==> src/rtl/sysarray_pkg.sv <==
// Shared definitions for the matmul systolic array: FSM state encoding,
// FLUSH length and the accumulator-to-output saturation helper.
package sysarray_pkg;

  typedef enum logic [1:0] {
    IDLE  = 2'd0,
    FEED  = 2'd1,
    FLUSH = 2'd2,
    DRAIN = 2'd3
  } state_t;

  // Cycles needed after the last beat for it to reach PE(N-1,N-1).
  function automatic int flush_len(input int n);
    return 2 * n - 2;
  endfunction

  // Clamp a sign-extended accumulator value to the signed out_w range.
  function automatic longint sat_val(input longint v, input int out_w);
    longint hi;
    longint lo;
    hi = (longint'(1) <<< (out_w - 1)) - 1;
    lo = -hi - 1;
    if (v > hi) return hi;
    if (v < lo) return lo;
    return v;
  endfunction

endpackage

==> src/rtl/matmul_engine_pe.sv <==
// Processing element: registers a/b one cycle on their way across the grid
// and accumulates their signed product every cycle into an ACC_W register.
module pe #(
  parameter int A_W   = 8,
  parameter int B_W   = 8,
  parameter int ACC_W = 20
) (
  input  logic                    clk,
  input  logic                    rst,
  input  logic                    clr,
  input  logic signed [A_W-1:0]   a_in,
  input  logic signed [B_W-1:0]   b_in,
  output logic signed [A_W-1:0]   a_out,
  output logic signed [B_W-1:0]   b_out,
  output logic signed [ACC_W-1:0] acc
);

  logic signed [A_W+B_W-1:0] prod;
  logic signed [ACC_W-1:0]   prod_ext;

  assign prod     = a_in * b_in;
  assign prod_ext = ACC_W'(prod);

  // Pass operands on to the neighbours and accumulate (wrapping at ACC_W).
  always_ff @(posedge clk or posedge rst) begin
    if (rst) begin
      a_out <= '0;
      b_out <= '0;
      acc   <= '0;
    end else if (clr) begin
      a_out <= '0;
      b_out <= '0;
      acc   <= '0;
    end else begin
      a_out <= a_in;
      b_out <= b_in;
      acc   <= acc + prod_ext;
    end
  end

endmodule

==> src/rtl/matmul_engine.sv <==
// N x N output-stationary systolic matrix multiplier C = A * B.
// A rows enter from the left, B columns from the top, both skewed so that
// A[i][k] and B[k][j] meet in PE(i,j). Results are streamed out row by row.
// Optional build macro: SYSARRAY_SAT_EN -- saturate results to OUT_W instead
// of keeping the low OUT_W accumulator bits.
module matmul_engine
  import sysarray_pkg::*;
#(
  parameter int N     = 4,
  parameter int A_W   = 8,
  parameter int B_W   = 8,
  parameter int K_MAX = 16,
  parameter int ACC_W = 20,
  parameter int OUT_W = 16
) (
  input  logic                            clk,
  input  logic                            rst,
  input  logic                            start,
  output logic                            start_ready,
  input  logic [$clog2(K_MAX+1)-1:0]      k_len,
  input  logic                            in_valid,
  output logic                            in_ready,
  input  logic [N-1:0][A_W-1:0]           in_a,
  input  logic [N-1:0][B_W-1:0]           in_b,
  output logic                            out_valid,
  input  logic                            out_ready,
  output logic [N-1:0][OUT_W-1:0]         out_row,
  output logic [$clog2(N)-1:0]            out_ridx,
  output logic                            busy,
  output logic                            done
);

  localparam int KW = $clog2(K_MAX + 1);
  localparam int RW = $clog2(N);
  localparam int FL = flush_len(N);
  localparam int FW = $clog2(2 * N);

  state_t          state;
  logic [KW-1:0]   k_reg;
  logic [KW-1:0]   beat_cnt;
  logic [FW-1:0]   flush_cnt;
  logic [RW-1:0]   row_cnt;
  logic            done_reg;
  logic            accept;
  logic            pe_clr;
  logic            last_row;

  // Operand wires between PEs; column N / row N are the unused far edges.
  logic signed [A_W-1:0]   a_h     [N][N+1];
  logic signed [B_W-1:0]   b_v     [N+1][N];
  logic signed [ACC_W-1:0] acc_arr [N][N];

  assign start_ready = (state == IDLE);
  assign in_ready    = (state == FEED);
  assign out_valid   = (state == DRAIN);
  assign busy        = (state != IDLE);
  assign done        = done_reg;
  assign out_ridx    = out_valid ? row_cnt : '0;
  assign accept      = in_valid & in_ready;
  assign pe_clr      = start & start_ready;
  assign last_row    = (row_cnt == RW'(N - 1));

  // Job sequencing: IDLE -> FEED -> FLUSH -> DRAIN -> IDLE.
  always_ff @(posedge clk or posedge rst) begin
    if (rst) begin
      state     <= IDLE;
      k_reg     <= '0;
      beat_cnt  <= '0;
      flush_cnt <= '0;
      row_cnt   <= '0;
      done_reg  <= 1'b0;
    end else begin
      done_reg <= 1'b0;
      case (state)
        IDLE: begin
          if (start) begin
            k_reg    <= k_len;
            beat_cnt <= '0;
            row_cnt  <= '0;
            state    <= (k_len == '0) ? DRAIN : FEED;
          end
        end
        FEED: begin
          if (accept) begin
            beat_cnt <= beat_cnt + KW'(1);
            if (beat_cnt + KW'(1) == k_reg) begin
              flush_cnt <= '0;
              state     <= FLUSH;
            end
          end
        end
        FLUSH: begin
          if (flush_cnt == FW'(FL - 1)) begin
            row_cnt <= '0;
            state   <= DRAIN;
          end else begin
            flush_cnt <= flush_cnt + FW'(1);
          end
        end
        DRAIN: begin
          if (out_ready) begin
            if (last_row) begin
              done_reg <= 1'b1;
              state    <= IDLE;
            end else begin
              row_cnt <= row_cnt + RW'(1);
            end
          end
        end
        default: state <= IDLE;
      endcase
    end
  end

  // Input skew: lane gi is delayed gi cycles; non-accepted cycles inject zero.
  genvar gi, gj;
  for (gi = 0; gi < N; gi++) begin : g_lane
    logic signed [A_W-1:0] a_beat;
    logic signed [B_W-1:0] b_beat;
    assign a_beat = accept ? $signed(in_a[gi]) : '0;
    assign b_beat = accept ? $signed(in_b[gi]) : '0;
    if (gi == 0) begin : g_direct
      assign a_h[gi][0] = a_beat;
      assign b_v[0][gi] = b_beat;
    end else begin : g_skew
      logic signed [A_W-1:0] a_sr [gi];
      logic signed [B_W-1:0] b_sr [gi];
      // Shift every cycle so bubbles keep the lanes aligned.
      always_ff @(posedge clk or posedge rst) begin
        if (rst) begin
          for (int k = 0; k < gi; k++) begin
            a_sr[k] <= '0;
            b_sr[k] <= '0;
          end
        end else begin
          a_sr[0] <= a_beat;
          b_sr[0] <= b_beat;
          for (int k = 1; k < gi; k++) begin
            a_sr[k] <= a_sr[k-1];
            b_sr[k] <= b_sr[k-1];
          end
        end
      end
      assign a_h[gi][0] = a_sr[gi-1];
      assign b_v[0][gi] = b_sr[gi-1];
    end
  end

  for (gi = 0; gi < N; gi++) begin : g_row
    for (gj = 0; gj < N; gj++) begin : g_col
      pe #(
        .A_W  (A_W),
        .B_W  (B_W),
        .ACC_W(ACC_W)
      ) u_pe (
        .clk  (clk),
        .rst  (rst),
        .clr  (pe_clr),
        .a_in (a_h[gi][gj]),
        .b_in (b_v[gi][gj]),
        .a_out(a_h[gi][gj+1]),
        .b_out(b_v[gi+1][gj]),
        .acc  (acc_arr[gi][gj])
      );
    end
  end

  // Present the selected result row; zero outside DRAIN.
  always_comb begin
    out_row = '0;
    if (state == DRAIN) begin
      for (int j = 0; j < N; j++) begin
`ifdef SYSARRAY_SAT_EN
        out_row[j] = OUT_W'(sat_val(longint'(acc_arr[row_cnt][j]), OUT_W));
`else
        out_row[j] = acc_arr[row_cnt][j][OUT_W-1:0];
`endif
      end
    end
  end

endmodule

==> config.mk <==
export PLATFORM = sky130hd
export DESIGN_NAME = matmul_engine
export DESIGN_NICKNAME = d
export VERILOG_FILES = /design/src/rtl/sysarray_pkg.sv /design/src/rtl/matmul_engine_pe.sv /design/src/rtl/matmul_engine.sv
export SDC_FILE = /design/constraint.sdc
export NUM_CORES = 2
export LEC_CHECK = 0
export CORE_AREA = 3 3 240 478
export CTS_CLUSTER_DIAMETER = 200
export DETAILED_ROUTE_END_ITERATION = 8
export DIE_AREA = 0 0 243 481
export PLACE_DENSITY = 0.75
export SYNTH_ARGS = -nofsm -noshare
export SYNTH_HDL_FRONTEND = slang
export SYNTH_SLANG_ARGS = --single-unit
==> constraint.sdc <==
create_clock -name clk -period 52 [get_ports clk]
set_clock_uncertainty 0.2 [all_clocks]
set_input_delay 7.8 -clock clk [delete_from_list [all_inputs] [get_ports clk]]
set_output_delay 7.8 -clock clk [all_outputs]
set_load 0.02 [all_outputs]
==> results.json <==
{
  "cp-endpoint": "g_row[0].g_col[0].u_pe.acc[15]",
  "grt_pass1_vias": 53030,
  "crit_start": "in_valid",
  "setup_viol": 0,
  "place_area_mm2": 0.07040,
  "register_area_mm2": 0.01407,
  "required_ns": 52.39,
  "grt_pass1_wl_mm": 277.5,
  "synth_nets": 8594,
  "worst_slew_pin_slew_ns": 1.189,
  "cts-root-buf": "clkbuf_16",
  "num_rows": 173,
  "power_density_mw_per_mm2": 40.59,
  "hold_path_class": "reg2reg",
  "syn_area_mm2": 0.06767,
  "largest_reg_flops": 256,
  "timing.rr.start": "state[1]",
  "sw_frac_of_total_pct": 46.79,
  "largest_register": "g_row.g_col.u_pe.acc",
  "post-route-drc-count": 0,
  "nets": 8625,
  "die-area_mm2": 0.1169,
  "clk_pin_slew_ns": 0.07,
  "port-buffer-count": 144,
  "maxSlewViolCount": 0,
  "period_minus_slack_ns": 13.16,
  "drtPass1Iterations": 5,
  "status": "finished clean",
  "critPathMaxFanout": 58,
  "r2r_slack_ns": 45.26,
  "post_cts_buffers": 0,
  "nFillCells": 8968,
  "layout_common_cells": "inv_1 (1671), fa_1 (1136), and2_1 (703), ha_1 (599), nand2_1 (565)",
  "p_sw_uw": 1377,
  "ys.flop_type": "dfrtp_1",
  "core_area_mm2": 0.1113,
  "ys_ff_latch": 562,
  "layout-drive-gt1-share_pct": 2.987,
  "hold_viol_final": 0,
  "clk_latency_ns": 0.68,
  "reg_top3": "g_row.g_col.u_pe.acc x256, g_row.g_col.u_pe.a_out x96, g_row.g_col.u_pe.b_out x96",
  "die_x_um": 243,
  "final.setup.tns_ns": 0,
  "grt_max_degree": 144,
  "drt_iter0_markers": 1938,
  "p_seq_share_pct": 27.8,
  "numCtsBuffers": 57,
  "cap_viol_max_count": 0,
  "p_comb_share_pct": 56.0,
  "area_delta_synth_final_pct": 7.174,
  "ys_seq_area_share_pct": 20.78,
  "synth.distinct_cells": 55,
  "dp_hpwl_mm": 141.2,
  "h-tree-depth": 2,
  "viasPerCell": 5.502,
  "design_area_mm2": 0.07253,
  "fin_crit_sh_pct": 25.30,
  "vdd_drop_max_mv": 0.03595,
  "wire_per_inst_um": 20.45,
  "route.vias.total": 45950,
  "crit_type": "in2reg",
  "die_h_um": 481,
  "power.leakage_uw": 0.03744,
  "ant_nets": 0,
  "synth_area_per_cell_um2": 9.977,
  "p_total_uw": 2944,
  "syn_inst": 6783,
  "fmax_mhz": 76.00,
  "initial_core_util_pct": 60.82,
  "relSlewSlack_pct": 20.74,
  "gr-total-overflow": 0,
  "synth_edf_count": 0,
  "cellInternalPower_uw": 1567,
  "async_reset_ff_share_pct": 100.0,
  "multi_input_area_mm2": 0.04662,
  "clkPwrFrac_pct": 16.2,
  "rr_worst_depth": 19,
  "routabilityCongestion": 0.9213,
  "ctsHoldBuffers": 0,
  "cp-end-kind": "flop",
  "cts_tree": "yes",
  "final_util_pct": 65.19,
  "r2r-end": "g_row[0].g_col[0].u_pe.acc[15]",
  "antenna_found_initial": 5,
  "crit_path_start_kind": "input port",
  "num_io_pins": 145,
  "clock_sinks": 562,
  "yosysWarnings": 0,
  "rsz0062_at_grt": "false",
  "layout_commonest_cell": "inv_1",
  "cp_data_arrival_time_ns": 13.55,
  "ctsResizeCount": 0,
  "ctsLongestPathBuffers": 3,
  "grt_util_all_layers_pct": 30.88,
  "drt_wl_total_mm": 170.8
}
-- worst max-delay path, cell delays in order --
cell and delay [ns]:
buf_2 0.08, buf_4 0.50, and2_1 0.22, buf_4 0.36, nand2_1 0.36, or2_2 0.39, fa_1 0.45, fa_1 0.49
inv_1 0.06, fa_1 0.47, fa_1 0.52, fa_1 0.43, ha_1 0.24, a2111o_1 0.37, o21ai_1 0.21, a31oi_1 0.13
or3_1 0.32, a21oi_1 0.15
-- how the worst min path moves through the flow --
stage                                    startpoint                   endpoint  slack (ns)  depth (start not counted)
final                     g_lane[3].g_skew.b_sr[19]  g_lane[3].g_skew.b_sr[11]        0.15                          0
after detailed placement  g_lane[2].g_skew.a_sr[12]                    a_h[76]        0.13                          0
after CTS                  g_lane[2].g_skew.b_sr[9]                   b_v[137]        0.15                          0
after global routing      g_lane[2].g_skew.a_sr[14]                    a_h[78]        0.15                          0
after global placement    g_lane[3].g_skew.b_sr[13]                   b_v[133]        0.13                          0
after floorplan            g_lane[3].g_skew.a_sr[8]                    a_h[32]        0.13                          0
-- cell type report --
type	count	area share (%)
Antenna cell	3	0.01035
Tap cell	1487	2.565
Clock buffer	68	2.134
Timing Repair Buffer	159	2.153
Inverter	1672	8.664
Sequential cell	562	19.40
Clock inverter	39	0.7936
Multi-Input combinational cell	4362	64.28
-- per-stage QoR --
stage          hold WS, ns  cells  worst slack [ns]
2_1_floorplan       0.1312   6783             28.28
3_3_place_gp        0.1316   8242             38.25
3_5_place_dp        0.1347   8242             38.14
4_1_cts             0.1482   8349             38.85
5_1_grt             0.1515   8349             38.55
6_report            0.1471   8352             38.84
-- synthesized netlist by cell type (all sizes together), types with 29 or more instances --
cell type	n	share of area (%)
inv	1672	9.3
fa	1136	34
and2	704	6.5
ha	601	11
nand2	566	3.1
dfrtp	562	21
xnor2	256	3.3
nor2	222	1.2
clkbuf	168	0.93
o21ai	128	0.95
nand2b	107	0.99
a21oi	95	0.70
and3	94	0.87
mux4	64	2.1
nor3	50	0.37
xor2	39	0.50
nor2b	34	0.31
a211oi	32	0.35
nand3	29	0.21
-- logic make-up (layout without fill, tap and decap cells) --
kind of cell	Yosys count	count (layout)	synth area share, %
buffers and inverters	1859	1938	10.35
AND/OR/NAND/NOR	1833	1833	13.90
adder cells (fa/ha/maj)	1737	1737	44.72
flip-flops	562	562	20.78
AO/OA/AOI/OAI	428	428	4.223
XOR/XNOR	295	295	3.818
multiplexers	69	69	2.206
other	0	3	0
-- layer usage --
layer  wire, µm  GRT usage (%)  vias to the layer above
met3       5722          2.993                      666
met1      53110          29.77                    23730
li1           -              -                    20360
met5         14              0                        -
met2      93190          58.39                     1198
met4      18730          26.34                        2
-- power groups by stage --
stage	clock, µW	sequential [µW]	combinational [µW]
floorplan	0	646	1290
global placement	0	819	1600
detailed placement	0	822	1650
CTS	485	814	1670
global route	498	824	1900
finish	478	817	1650
No activity file was read; power rests on OpenSTA's default activity.
